### config.mk
export PLATFORM = sky130hd
export DESIGN_NAME = vth_read_detector
export DESIGN_NICKNAME = d
export VERILOG_FILES = /design/src/rtl/vth_read_detector.sv
export SDC_FILE = /design/constraint.sdc
export NUM_CORES = 1
export LEC_CHECK = 0
export BUFFER_PORTS_ARGS = -buffer_cell sky130_fd_sc_hd__buf_2
export CORE_UTILIZATION = 55
export CTS_CLUSTER_SIZE = 14
export DETAILED_ROUTE_END_ITERATION = 6
export GPL_ROUTABILITY_DRIVEN = 0
export PLACE_DENSITY = 0.86
export SLEW_MARGIN = 20
export SYNTH_ARGS = -nofsm -noshare
export SYNTH_HDL_FRONTEND = slang
export SYNTH_SLANG_ARGS = --single-unit
export TNS_END_PERCENT = 5
### constraint.sdc
create_clock -name clk -period 13.6 [get_ports clk]
set_input_delay 1.36 -clock clk [delete_from_list [all_inputs] [get_ports clk]]
set_output_delay 1.36 -clock clk [all_outputs]
set_load 0.02 [all_outputs]
### src/rtl/vth_read_detector.sv
// Read stage of the NVM channel model: offsets and hard-detects each programmed
// cell, Gray-decodes the level and accumulates symbol/bit errors per frame.
module vth_read_detector #(
  parameter int unsigned       FRAME_LEN = 1024,
  parameter logic signed [15:0] VREF1    = 16'sd4096,
  parameter logic signed [15:0] VREF2    = 16'sd5837,
  parameter logic signed [15:0] VREF3    = 16'sd7066
) (
  input  logic        clk,
  input  logic        reset,
  input  logic        start,
  input  logic        cell_valid,
  input  logic [31:0] cell_word,
  input  logic [15:0] read_offset,
  input  logic        stats_ack,
  output logic        det_valid,
  output logic [1:0]  det_level,
  output logic        det_err,
  output logic        frame_done,
  output logic [31:0] sym_err_cnt,
  output logic [31:0] bit_err_cnt,
  output logic [15:0] drop_cnt,
  output logic        busy
);

  localparam int unsigned CNT_W = 32;
  localparam logic [CNT_W-1:0] FRAME_CNT = CNT_W'(FRAME_LEN);
  localparam logic [CNT_W-1:0] LAST_CNT  = CNT_W'(FRAME_LEN - 1);

  typedef enum logic [1:0] {IDLE, RUN, REPORT} state_t;

  state_t state, state_next;

  logic [CNT_W-1:0] in_cnt;
  logic [CNT_W-1:0] acc_cnt;

  logic               s1_valid;
  logic signed [15:0] s1_v;
  logic [1:0]         s1_lvl;
  logic [1:0]         det_bits;

  logic               accept_c;
  logic               last_c;
  logic signed [16:0] sum_c;
  logic [1:0]         region_c;
  logic [1:0]         level_c;
  logic [1:0]         diff_c;

  // Pre-program Vth field travels with the word but plays no part in detection.
  logic unused_pre_vth;
  assign unused_pre_vth = ^cell_word[15:2];

  // A full frame stops acceptance even while the FSM is still draining in RUN.
  assign accept_c = (state == RUN) && cell_valid && (in_cnt != FRAME_CNT);
  assign last_c   = (state == RUN) && det_valid && (acc_cnt == LAST_CNT);

  assign sum_c = 17'($signed(cell_word[31:16])) + 17'($signed(read_offset));

  always_comb begin
    region_c = 2'd3;
    if (s1_v < VREF1)      region_c = 2'd0;
    else if (s1_v < VREF2) region_c = 2'd1;
    else if (s1_v < VREF3) region_c = 2'd2;
  end

  // Gray order of the programmed levels: 00, 10, 11, 01.
  always_comb begin
    level_c = 2'd0;
    case (region_c)
      2'd0: level_c = 2'd0;
      2'd1: level_c = 2'd2;
      2'd2: level_c = 2'd3;
      2'd3: level_c = 2'd1;
      default: level_c = 2'd0;
    endcase
  end

  assign diff_c = level_c ^ s1_lvl;

  always_comb begin
    state_next = state;
    case (state)
      IDLE:    if (start)     state_next = RUN;
      RUN:     if (last_c)    state_next = REPORT;
      REPORT:  if (stats_ack) state_next = IDLE;
      default: state_next = IDLE;
    endcase
  end

  always_ff @(posedge clk or posedge reset) begin
    if (reset) begin
      state      <= IDLE;
      frame_done <= 1'b0;
      busy       <= 1'b0;
    end else begin
      state      <= state_next;
      frame_done <= (state_next == REPORT);
      busy       <= (state_next == RUN);
    end
  end

  // S1: offset add with saturation to the signed 16-bit range.
  always_ff @(posedge clk or posedge reset) begin
    if (reset) begin
      s1_valid <= 1'b0;
      s1_v     <= '0;
      s1_lvl   <= '0;
    end else begin
      s1_valid <= accept_c;
      if (accept_c) begin
        s1_lvl <= cell_word[1:0];
        if (sum_c[16] != sum_c[15])
          s1_v <= sum_c[16] ? 16'sh8000 : 16'sh7FFF;
        else
          s1_v <= sum_c[15:0];
      end
    end
  end

  // S2: detection result and per-cell error flags.
  always_ff @(posedge clk or posedge reset) begin
    if (reset) begin
      det_valid <= 1'b0;
      det_level <= '0;
      det_err   <= 1'b0;
      det_bits  <= '0;
    end else begin
      det_valid <= s1_valid;
      if (s1_valid) begin
        det_level <= level_c;
        det_err   <= |diff_c;
        det_bits  <= diff_c;
      end
    end
  end

  always_ff @(posedge clk or posedge reset) begin
    if (reset) begin
      in_cnt      <= '0;
      acc_cnt     <= '0;
      sym_err_cnt <= '0;
      bit_err_cnt <= '0;
    end else if (state == IDLE && start) begin
      in_cnt      <= '0;
      acc_cnt     <= '0;
      sym_err_cnt <= '0;
      bit_err_cnt <= '0;
    end else begin
      if (accept_c) in_cnt <= in_cnt + 32'd1;
      if (state == RUN && det_valid) begin
        acc_cnt     <= acc_cnt + 32'd1;
        sym_err_cnt <= sym_err_cnt + 32'(det_err);
        bit_err_cnt <= bit_err_cnt + 32'(det_bits[0]) + 32'(det_bits[1]);
      end
    end
  end

  always_ff @(posedge clk or posedge reset) begin
    if (reset)
      drop_cnt <= '0;
    else if (cell_valid && !accept_c && drop_cnt != 16'hFFFF)
      drop_cnt <= drop_cnt + 16'd1;
  end

endmodule

* After elaboration in Yosys (flattened, before gate mapping)
Cells that the tools add are included.
** Operators by class
- Equality and inequality tests :: 11
- Mux-type cells :: 18
- Bitwise operators :: 1
- Reduce and logical (&&, ||, !) cells :: 13
- $lt $le $gt $ge :: 3
- Add/subtract/negate cells :: 7
** Operator list (count)
- 32-bit two-way mux :: 8
- 32-bit by 1-bit adder with 32-bit output :: 3
- 32-bit by 1-bit adder with 32-bit output, second input constant :: 2
- 16-bit by 14-bit less-than comparator with 1-bit output, second input constant :: 3
- 32-bit by 10-bit == test with 1-bit output, second input constant :: 1
- 16-bit two-way mux :: 2
- 32-bit by 11-bit != test with 1-bit output, second input constant :: 1
- 16-bit by 16-bit adder with 17-bit output :: 1
- 16-bit by 1-bit adder with 16-bit output, second input constant :: 1
- 16-bit != test, second input constant :: 1
- 2-bit two-way mux :: 5
- 2-bit == test, second input constant :: 4
- 2-bit case mux with 4 select lines :: 1
- 1-bit logical AND :: 7
- 2-bit by 1-bit == test with 1-bit output, second input constant :: 3
- 2-bit case mux with 3 select lines :: 1
- 2-bit logical NOT :: 2
- 2-bit nonzero test :: 2
- 2-bit OR reduction :: 1
- 2-bit XOR :: 1
- 1-bit logical NOT :: 1
- 1-bit two-way mux :: 1
- 1-bit != test :: 1
** Storage, ports and cells
- Word-level logic and storage cells :: 68
- Flip-flop bits (word level) :: 173
- Output and inout bits :: 86

* Depth between registers and ports, before layout
Gate-level depths: netlist (run 1).
- Depth after elaboration :: 8
- Gate-level depth with buffers :: 14
- Mapped depth without buffers :: 12

* Worst setup path after synthesis (run 1)
No wires, ideal clock.
- Path type :: input -> register
- From :: input port cell_word[16]
- To :: register s1_v[2]
- Required time :: 13524 ps
- Data arrival time :: 3304 ps
- Setup slack :: 10220 ps
- Cell stages on the path :: 12
- Setup time :: 76 ps
- Cells stage by stage :: ha_1 inv_1 fa_1 nor2b_1 o31ai_1 a31oi_1 a31o_2 nand3_1 nand2b_1 clkbuf_1 o21ai_0 o21ai_1
** Between the ends
- Longest elaborated chain between the ends :: 3
- Elaborated cells on any way between the ends :: 4
** RTL lines
- start, declared :: line 13 : input logic [31:0] cell_word,
- 16-bit by 16-bit adder with 17-bit output * :: line 57 : assign sum_c = 17'($signed(cell_word[31:16])) + 17'($signed(read_offset));
- 16-bit two-way mux or 1-bit != test (tied branches) :: line 113, 112
- 16-bit two-way mux * :: line 112 : if (sum_c[16] != sum_c[15])
- end signal, assigned :: line 113 : s1_v <= sum_c[16] ? 16'sh8000 : 16'sh7FFF;
- end signal, assigned :: line 115 : s1_v <= sum_c[15:0];
- end, declared :: line 38 : logic signed [15:0] s1_v;
Every way passes the cells marked *; elsewhere a longest branch is shown, timed or not.
A chain may end at the register's enable or synchronous reset.

* Worst setup path after layout (run 1)
- From :: input port cell_word[19]
- To :: register s1_v[14]
Same word-level chain as after synthesis.

==> summary.md, run 1 <==
| Metric | Value |
|---|---|
| Status | finished, final reports clean |
| Fmax | 0.284 GHz |
| HP Class | flip-flop to flip-flop |
| Final critical-path required period | between 3000 and 4000 ps |
| Req. time, crit path | 13920 ps |
| Netlist Area Pre-Place | about 0.009 sq mm |
| Layout cells sized above 1 | 0.168 |
| Register-to-Register Path Depth | 12 |
| Core area | roughly 0.016 sq mm |
| Power Density | between 100 and 150 mW/mm^2 |
| DIE HEIGHT | 130 um |
| Hold-fix buffers, CTS | 0 |
| Critical Path End | s1_v[14] |
| Via count | 7200 |
| Post-synth cell types | 63 |
| Initial Utilization | 0.567 |
| Final Slew Violations | 0 |
| Root Buffer | clkbuf_16 |
| Wl on met1 | 8150 um |
| Worst-case clock buffer depth | 2 |
| Worst setup path start | cell_word[19] |
| Vias in the first global route | approximately 6.7k |
| Final hold slack | between 400 and 500 ps |
| Rows | 46 |
| Met3 wire len | around 1000 um |
| Critical path class | primary input to flip-flop |
| CP Launch Type | primary input |
| Drt drc | 0 |
| Met2 WL | 8640 um |
| CTS tree | built |
| Maximum number of pins on one net before global-route repair | roughly 110 |
| Max Cap Violations | 0 |
| Placed insts | 1273 |
| Async SR Flop Fraction | 1.00 |
| Worst path bufs/invs | 1 |
| Clk_lat worst skew | 420 ps |
| Setup Buffers After CTS | 0 |
| Worst vdd ir | around 0.10 mV |
| Vias per cell | 5.53 |
| Worst Path Max Fanout | 23 |
| Final period utilization | 0.259 |
| CTS-repair resized insts | 0 |
| Antenna cells | 0 |
| Die Wd | 130 um |
| Mapped Cells | 963 |
| Area growth, synth to finish | 14.9% |
| GRT overflow | 0 |
| Multi-input logic area | 0.00448 sq mm |
| TNS Setup | 0 ps |
| Final core utilization | 0.652 |
| Initial antenna violation count | 0 |
| DRT antenna net count | 0 |
| DR WL/cell | 13.9 um |
| Unrepaired setup endpoints after global routing | no |
| Worst-Margin Slew | 981 ps |
| Final Hold Vio Count | 0 |
| Highest-delay cell along the critical path | xnor2_2 |
| Die area | 0.0170 sq mm |
| YS warnings | 0 |
| Iter 0 DRT Violations | 345 |
| CP peak stage delay | 720 ps |
| Layout net count | 1154 |
| Main synth FF type | dfrtp_1 |
| Reg2reg start | in_cnt[0] |
| Post-synth EDFFs | 0 |
| Worst setup EP type | flip-flop |
| CP delay by family, top | compound AO/OA/AOI/OAI gates |
| DR top layer | met4 |
| Stages on worst setup path | 10 |
| Reg area | 0.00433 sq mm |
| Clock Pin Slew Worst Setup and Hold Paths | 60 ps |
| Gr usage total | 0.221 |
| Post-synth top area share | 0.477 |
| Crit-path cells | buf_2, ha_1, nand3_1, o211ai_2, o41ai_4, o21ai_2, a311oi_2, xnor2_2, a21oi_1, o31ai_1 |
| Clock skew | about 7.4 ps |
| Synthesized flop and latch total | roughly 170 |
| Syn_area_per_cell | roughly 9.4 sq um |
| I/O pin count | 139 |
| Global-route wire length before repair | 30200 um |
| Fin cells | 1303 |
| Num CTS Buffers | 17 |
| Slew HR | 0.346 |
| Reg-to-reg endpoint | in_cnt[31] |
| Sequential area share after synthesis | 0.477 |
| Final WL | 18100 um |
| Cell taking the most area after synthesis | dfrtp_1 |
| Synth area leaders | dfrtp_1 48%, xor2_1 9.0%, nor2_1 6.0% |
| Pleak | 5.11 nW |
| CTS Sinks | 173 |
| Setup violations, final | 0 |
| Reg2Reg Setup Slack | 10390 ps |
| IO Port Bufs | 124 |
| H-tree Lvls | 4 |
| DP HPWL | 12200 um |
| Router iterations before antenna repair | 5 |
| Worst Path Arrival | 3850 ps |
| Fillcell total | approximately 1.3k |
| Syn nets | around 1.0k |
==> Yosys cell counts (4+ instances only) <==
master	count
nand4_1	35
xor2_1	93
nor3_2	5
a21oi_1	48
clkbuf_1	20
a31oi_1	6
dfrtp_1	173
and2_1	4
nand2b_1	4
nand3_1	51
o21ai_1	19
and3_1	22
a21o_1	4
or3_1	17
nor2_1	146
ha_1	23
nor4_1	10
buf_4	6
nor3_1	8
inv_1	29
and4_1	13
xnor2_1	40
o21ai_0	32
nor2b_1	4
nand2_1	97
buf_1	4
==> placed cells by master (no fill, tap or decap), types with 19 or more instances in the layout <==
master	netlist	final
xor2_1	93	93
inv_1	29	28
and3_1	22	22
o21ai_0	32	32
nor2_1	146	146
nand4_1	35	35
ha_1	23	23
nand3_1	51	51
nand2_1	97	97
xnor2_1	40	40
o21ai_1	19	19
buf_2	1	124
dfrtp_1	173	173
a21oi_1	48	48
==> stage by stage <==
stage / power, mW / instance area [sq um] / setup slack, ps
3_5_place_dp: 0.901 / 9840 / 9640
4_1_cts: 1.39 / 10400 / 10070
5_1_grt: 1.45 / 10400 / 9720
2_1_floorplan: 0.823 / 9080 / 7550
6_report: 1.38 / 10400 / 10070
3_3_place_gp: 0.888 / 9840 / 9720
==> area by class of cell <==
| cell class | instances | area share |
|---|---|---|
| clock buffers | 23 | 0.0458 |
| clock inverters | 7 | 0.0108 |
| inverters | 30 | 0.0113 |
| multi-input cells | 727 | 0.430 |
| flip-flops and latches | 173 | 0.415 |
| well taps | 216 | 0.0259 |
| repair buffers | 127 | 0.0617 |
==> logic make-up after synthesis <==
kind of cell    count (synthesis)  share of synthesized area
compound gates                131                     0.0854
xor+xnor                      134                      0.130
fa+ha+maj                      25                     0.0361
buf+inv                        63                     0.0303
flops                         173                      0.477
mux                             4                    0.00469
simple gates                  433                      0.237
==> registers in the layout, summed over array words and instances, names as in the netlist, 2 cells and up <==
name / cells
state: 2
acc_cnt: 32
sym_err_cnt: 32
drop_cnt: 16
det_bits: 2
det_level: 2
bit_err_cnt: 32
s1_v: 16
in_cnt: 32
s1_lvl: 2
==> report_power, final <==
| part | leakage (nW) | switching [mW] | internal [mW] | total (mW) |
|---|---|---|---|---|
| combinational | 2.51 | 0.156 | 0.103 | 0.259 |
| clock | 0.289 | 0.185 | 0.301 | 0.486 |
| sequential | 2.31 | 0.0610 | 0.573 | 0.634 |
| total | 5.11 | 0.403 | 0.976 | 1.38 |
==> worst min path at each step <==
stage / start / end / slack [ps] / cells past startpoint
floorplan: s1_valid / det_valid / 350 / 0
global placement: s1_v[14] / s1_v[14] / 470 / 2
detailed placement: drop_cnt[5] / drop_cnt[5] / 470 / 1
CTS: drop_cnt[5] / drop_cnt[5] / 490 / 1
global route: drop_cnt[14] / drop_cnt[14] / 510 / 1
finish: drop_cnt[5] / drop_cnt[5] / 490 / 1
==> per-layer routing <==
metal,GRT usage,vias up
met5,0,-
met4,0.0778,0
met3,0.0501,21
met2,0.372,180
met1,0.281,3476
li1,-,3523
Note: power is estimated with default switching activity, not from simulation.
==> run 2: changes to the inputs <==
Settings changed: CORE_UTILIZATION 55 to 52, PLACE_DENSITY 0.86 to 0.85.
Clock period 13.6 ns to 2.9 ns, I/O delays scaled along.
==> run 2 against run 1 <==
Net effect: combinational power rose to 4.8 times the previous value; global-route usage is 0.11 points higher; sequential share of layout area decreased by 0.46 points; first-iteration DRC count rose by 40%; clock skew grew 0.73 ps; register-to-register slack lost 10000 ps; critical path depth is 2 higher; power rose to 4.7 times the previous value; via count increased by 0.88%.
==> summary.md, run 2 (synthesis results as in run 1) <==
| Metric | Value |
|---|---|
| Drt drc | 0 (unchanged) |
| P_sw | 1.97 mW (was 0.403 mW) |
| Worst setup path start | in_cnt[0] (was cell_word[19]) |
| Final core utilization | 0.627 (was 0.652) |
| Root Buffer | clkbuf_16 (unchanged) |
| Reg power frac | 0.454 (was 0.460) |
| Switching share of total power | 0.301 (was 0.292) |
| Worst vdd ir | 0.479 mV (was 0.104 mV) |
| CP Launch Type | flip-flop (was primary input) |
| Placed insts | 1287 (was 1273) |
| Die Wd | 134 um (was 130 um) |
| Fmax | 0.399 GHz |
| Worst setup EP type | flip-flop (unchanged) |
| Power, Total | 6.55 mW (was 1.38 mW) |
| Most common cell after layout, fill and taps aside | dfrtp_1 (unchanged) |
| TNS Setup | 0 ps (unchanged) |
| Pre-CTS WS | 30.8 ps (was 9640 ps) |
| HP Class | primary input to asynchronous set/reset pin (was flip-flop to flip-flop) |
| Global-route wire length before repair | 32600 um (was 30200 um) |
| Worst-Margin Slew | 1000 ps (was 981 ps) |
| DRT antenna net count | 0 (unchanged) |
| Fillcell total | 1345 (was 1276) |
| Layout cells sized above 1 | 0.177 (was 0.168) |
| Rows | 47 (was 46) |
| Final Slew Violations | 0 (unchanged) |
| Clk pwr share | 0.356 (was 0.352) |
| Unrepaired setup endpoints after global routing | no (unchanged) |
| Final WL | 18800 um (was 18100 um) |
| Combinational cell fraction of total power | 0.189 (was 0.188) |
| Worst Path Arrival | 2810 ps (was 3850 ps) |
| Worst Path Max Fanout | 6 (was 23) |
| Iter 0 DRT Violations | 482 (was 345) |
| Clock Pin Slew Worst Setup and Hold Paths | 70 ps (was 60 ps) |
| Initial antenna violation count | 1 (was 0) |
| P_int | 4.58 mW (was 0.976 mW) |
| Layout net count | 1164 (was 1154) |
| Final period utilization | 0.865 |
| Core area | 0.0168 sq mm (was 0.0160 sq mm) |
| Clk_lat worst skew | 440 ps (was 420 ps) |
| Die area | 0.0180 sq mm (was 0.0170 sq mm) |
| Most frequent cells in the layout | 173 x dfrtp_1, 146 x nor2_1, 124 x buf_2 (unchanged) |
| Router iterations before antenna repair | 5 (unchanged) |
| Via count | 7263 (was 7200) |
| Gr usage total | 0.222 (was 0.221) |
| Antenna cells | 0 (unchanged) |
| Power Density | 621 mW/mm^2 (was 132 mW/mm^2) |
| CTS-repair resized insts | 0 (unchanged) |
| Maximum number of pins on one net before global-route repair | 174 (was 113) |
| Final hold slack | 23.4 ps (was 487 ps) |
| Setup Buffers After CTS | 0 (unchanged) |
| Fin cells | 1319 (was 1303) |
| Hold-fix buffers, CTS | 0 (unchanged) |
| GRT overflow | 0 (unchanged) |
| Status | finished, final reports clean (unchanged) |
| DR WL/cell | 14.2 um (was 13.9 um) |
| DP HPWL | 12500 um (was 12200 um) |
| Final critical-path required period | 2510 ps |
| Vias per cell | 5.51 (was 5.53) |
| IO Port Bufs | 124 (unchanged) |
| Initial Utilization | 0.540 (was 0.567) |
| Critical path class | flip-flop to flip-flop (was primary input to flip-flop) |
| Slew HR | 0.333 (was 0.346) |
| Num CTS Buffers | 17 (unchanged) |
| Final worst setup slack | 392 ps (was 10070 ps) |
| H-tree Lvls | 4 (unchanged) |
| Setup violations, final | 0 (unchanged) |
| DIE HEIGHT | 134 um (was 130 um) |
| Reg2reg start | in_cnt[0] (unchanged) |
| Placed inst area | 0.00994 sq mm (was 0.00984 sq mm) |
| Vias in the first global route | 7215 (was 6738) |
| CTS tree | built (unchanged) |
| I/O pin count | 139 (unchanged) |
| Fin area | 0.0105 sq mm (was 0.0104 sq mm) |
| Max Cap Violations | 0 (unchanged) |
| CTS Sinks | 173 (unchanged) |
| Pleak | 5.17 nW (was 5.11 nW) |
| Worst-case clock buffer depth | 2 (unchanged) |
| Final Hold Vio Count | 0 (unchanged) |
| Clock skew | 8.14 ps (was 7.41 ps) |
| Area growth, synth to finish | 16.2% (was 14.9%) |
| Req. time, crit path | 3200 ps (was 13920 ps) |
run 2: routing by layer:
layer,routed length (um),track usage,vias to the layer above
li1,-,-,3534
met2,9110,0.371,183
met3,972,0.0461,29
met4,343,0.0855,2
met1,8330,0.284,3515
met5,10,0,-
run 2: layout make-up:
cell class / instances / area [sq um] / area share
multi-input cells: 727 / 4480 / 0.425
flip-flops and latches: 173 / 4330 / 0.410
repair buffers: 137 / 743 / 0.0705
clock buffers: 22 / 464 / 0.0440
well taps: 220 / 275 / 0.0261
clock inverters: 10 / 139 / 0.0132
inverters: 30 / 116 / 0.0110
run 2: final timing paths:
check / end / slack [ps] / cells after the start
setup / recovery: in_cnt[26] / 390 / 12
hold / removal: sym_err_cnt[31] / 20 / 3
setup reg to reg: in_cnt[26] / 390 / 12
hold reg to reg: drop_cnt[5] / 490 / 1
max in group asynchronous: in_cnt[17] / 2050 / 3
min in group clk: s1_lvl[0] / 50 / 3
run 2: power groups by stage:
stage / clock, mW / sequential [mW] / combinational, mW
finish: 2.33 / 2.97 / 1.24
detailed placement: 0 / 3.01 / 1.24
global route: 2.47 / 3.02 / 1.41
CTS: 2.37 / 2.97 / 1.25
floorplan: 0 / 3.09 / 0.768
global placement: 0 / 2.99 / 1.19
run 2: worst max-delay path: stages (launching register included):
cell     delay (ps)
dfrtp_1         390
inv_1            70
ha_1            190
nor4b_1         140
and4_1          170
a21oi_2         250
nand2_2         100
inv_2            80
and4_1          350
and3_1          290
nand4_1         130
xor2_1          160
nor2_1           50
==> run 3: changes to the inputs <==
Settings changed: BUFFER_PORTS_ARGS -buffer_cell sky130_fd_sc_hd__buf_2 to -buffer_cell sky130_fd_sc_hd__clkbuf_2.
==> run 3 against run 2 <==
Net effect: combinational power about the same; largest power group unchanged; sequential power about the same; sequential cell count stayed put; design area did not move; global-route usage is 0.59 points lower; clock power about the same.
==> summary.md, run 3 (synthesis results as in run 1) <==
| Metric | Value |
|---|---|
| CTS-repair resized insts | 0 (unchanged) |
| P_sw | 1.95 mW (was 1.97 mW) |
| Reg2reg start | in_cnt[0] (unchanged) |
| Via count | 7124 (was 7263) |
| Reg power frac | 0.455 (was 0.454) |
| Final Hold Vio Count | 0 (unchanged) |
| Worst vdd ir | 0.456 mV (was 0.479 mV) |
| Hold-fix buffers, CTS | 0 (unchanged) |
| Initial Utilization | 0.540 (unchanged) |
| Layout cells sized above 1 | 0.177 (about the same) |
| Final period utilization | 0.868 (was 0.865) |
| Crit-path cells | inv_1, ha_1, nor4b_1, and4_1, a21oi_2, nand2_2, inv_2, and4_1, and3_1, nand3_1, xor2_1, nor2_1 (was inv_1, ha_1, nor4b_1, and4_1, a21oi_2, nand2_2, inv_2, and4_1, and3_1, nand4_1, xor2_1, nor2_1) |
| Router iterations before antenna repair | 4 (was 5) |
| Vias per cell | 5.41 (was 5.51) |
| CP peak stage delay | 390 ps (about the same) |
| CTS tree | built (unchanged) |
| Combinational cell fraction of total power | 0.188 (was 0.189) |
| Reg-to-reg endpoint | in_cnt[31] (was in_cnt[26]) |
| Core area | 0.0168 sq mm (unchanged) |
| Placed inst area | 0.00994 sq mm (about the same) |
| Initial antenna violation count | 0 (was 1) |
| Worst-Margin Slew | 917 ps (was 1000 ps) |
| DP HPWL | 12500 um (about the same) |
| P_int | 4.60 mW (was 4.58 mW) |
| Pleak | 5.11 nW (was 5.17 nW) |
| Final WL | 18400 um (was 18800 um) |
| Worst Path Arrival | 2800 ps (was 2810 ps) |
| IO Port Bufs | 124 (unchanged) |
| Slew HR | 0.385 (was 0.333) |
| CTS Sinks | 173 (unchanged) |
| Hold path depth | 3 |
| Worst setup EP type | flip-flop (unchanged) |
| Req. time, crit path | 3190 ps (was 3200 ps) |
| Unrepaired setup endpoints after global routing | no (unchanged) |
| Final Slew Violations | 0 (unchanged) |
| Worst Path Max Fanout | 6 (unchanged) |
| HP Class | primary input to flip-flop (was primary input to asynchronous set/reset pin) |
| Min-Delay Startpoint | cell_word[0] |
| TNS Setup | 0 ps (unchanged) |
| H-tree Lvls | 4 (unchanged) |
| Final hold slack | 86.0 ps (was 23.4 ps) |
| Power Density | 621 mW/mm^2 (about the same) |
| Max Cap Violations | 0 (unchanged) |
| Maximum number of pins on one net before global-route repair | 174 (unchanged) |
| Global-route wire length before repair | 31800 um (was 32600 um) |
| Die Wd | 134 um (unchanged) |
| Final critical-path required period | 2520 ps (was 2510 ps) |
| Layout net count | 1163 (was 1164) |
| Drt drc | 0 (unchanged) |
| Clk pwr share | 0.357 (was 0.356) |
| CP delay by family, top | simple AND/OR/NAND/NOR gates (unchanged) |
| Fillcell total | 1338 (was 1345) |
| Most common cell after layout, fill and taps aside | dfrtp_1 (unchanged) |
| Most frequent cells in the layout | 173 x dfrtp_1, 146 x nor2_1, 124 x clkbuf_2 (was 173 x dfrtp_1, 146 x nor2_1, 124 x buf_2) |
| Crit path top cell by count | and4_1 (unchanged) |
| Fmax | 0.397 GHz (was 0.399 GHz) |
| Setup violations, final | 0 (unchanged) |
| Area growth, synth to finish | 16.2% (unchanged) |
| Worst path bufs/invs | 2 (unchanged) |
| Status | finished, final reports clean (unchanged) |
| Antenna cells | 0 (unchanged) |
| Worst-case clock buffer depth | 2 (unchanged) |
| GRT overflow | 0 (unchanged) |
| I/O pin count | 139 (unchanged) |
| Register-to-Register Path Depth | 12 (unchanged) |
| Clock Pin Slew Worst Setup and Hold Paths | 60 ps (was 70 ps) |
| Worst Hold End | s1_lvl[0] |
| DIE HEIGHT | 134 um (unchanged) |
| Reg2Reg Setup Slack | 380 ps (was 390 ps) |
| DRT antenna net count | 0 (unchanged) |
| Num CTS Buffers | 17 (unchanged) |
| CP Launch Type | flip-flop (unchanged) |
| Iter 0 DRT Violations | 484 (was 482) |
| Critical path class | flip-flop to flip-flop (unchanged) |
| Setup Buffers After CTS | 0 (unchanged) |
| Rows | 47 (unchanged) |
| Clock skew | 9.27 ps (was 8.14 ps) |
| Root Buffer | clkbuf_16 (unchanged) |
| Clk_lat worst skew | 420 ps (was 440 ps) |
| Gr usage total | 0.216 (was 0.222) |
| Fin area | 0.0105 sq mm (unchanged) |
| Die area | 0.0180 sq mm (unchanged) |
| Vias in the first global route | 6935 (was 7215) |
| Switching share of total power | 0.298 (was 0.301) |
| DR WL/cell | 13.9 um (was 14.2 um) |
| Highest-delay cell along the critical path | dfrtp_1 (unchanged) |
## run 3: worst max path at each step
stage | startpoint | end | depth (start not counted)
floorplan | reset | acc_cnt[0] | 1
global placement | cell_word[20] | s1_v[14] | 10
detailed placement | cell_word[19] | s1_v[14] | 10
CTS | in_cnt[0] | in_cnt[31] | 12
global route | in_cnt[0] | in_cnt[31] | 12
finish | in_cnt[0] | in_cnt[31] | 12
## run 3: metal layers
layer	vias to the layer above	routed length (um)	share of wire	GRT usage
li1	3537	-	-	-
met1	3403	8470	0.46	0.291
met5	-	0	0	0
met4	0	259	0.014	0.0712
met3	17	876	0.048	0.0393
met2	167	8770	0.48	0.354
## run 3: final cells by class
| class | instances | area, sq um | area share |
|---|---|---|---|
| clock inverter | 9 | 133 | 0.0126 |
| tap | 220 | 275 | 0.0261 |
| sequential | 173 | 4330 | 0.410 |
| timing repair buffer | 136 | 736 | 0.0698 |
| multi-input combinational | 727 | 4480 | 0.425 |
| clock buffer | 23 | 478 | 0.0453 |
| inverter | 30 | 116 | 0.0110 |
## run 3: worst register-to-register path, delay by kind of cell (launching register included)
family          cells  cell delay [ps]
simple gates        7             1230
flops               1              390
buf+inv             2              150
compound gates      1              250
fa+ha+maj           1              200
xor+xnor            1              160
## run 3: power groups by stage
stage	clock [mW]	combinational [mW]	sequential (mW)
floorplan	0	0.768	3.09
global placement	0	1.18	3.00
detailed placement	0	1.22	3.02
CTS	2.38	1.24	2.98
global route	2.48	1.40	3.03
finish	2.34	1.23	2.98
## run 3: per-stage QoR
| step | worst slack (ps) | util | instances | total power [mW] |
|---|---|---|---|---|
| after floorplan | 399 | - | 963 | 3.86 |
| after global placement | 128 | 0.591 | 1286 | 4.18 |
| final | 382 | 0.627 | 1318 | 6.55 |
| after detailed placement | 47.7 | 0.591 | 1286 | 4.24 |
| after global routing | 146 | 0.627 | 1318 | 6.91 |
| after CTS | 411 | 0.627 | 1318 | 6.60 |
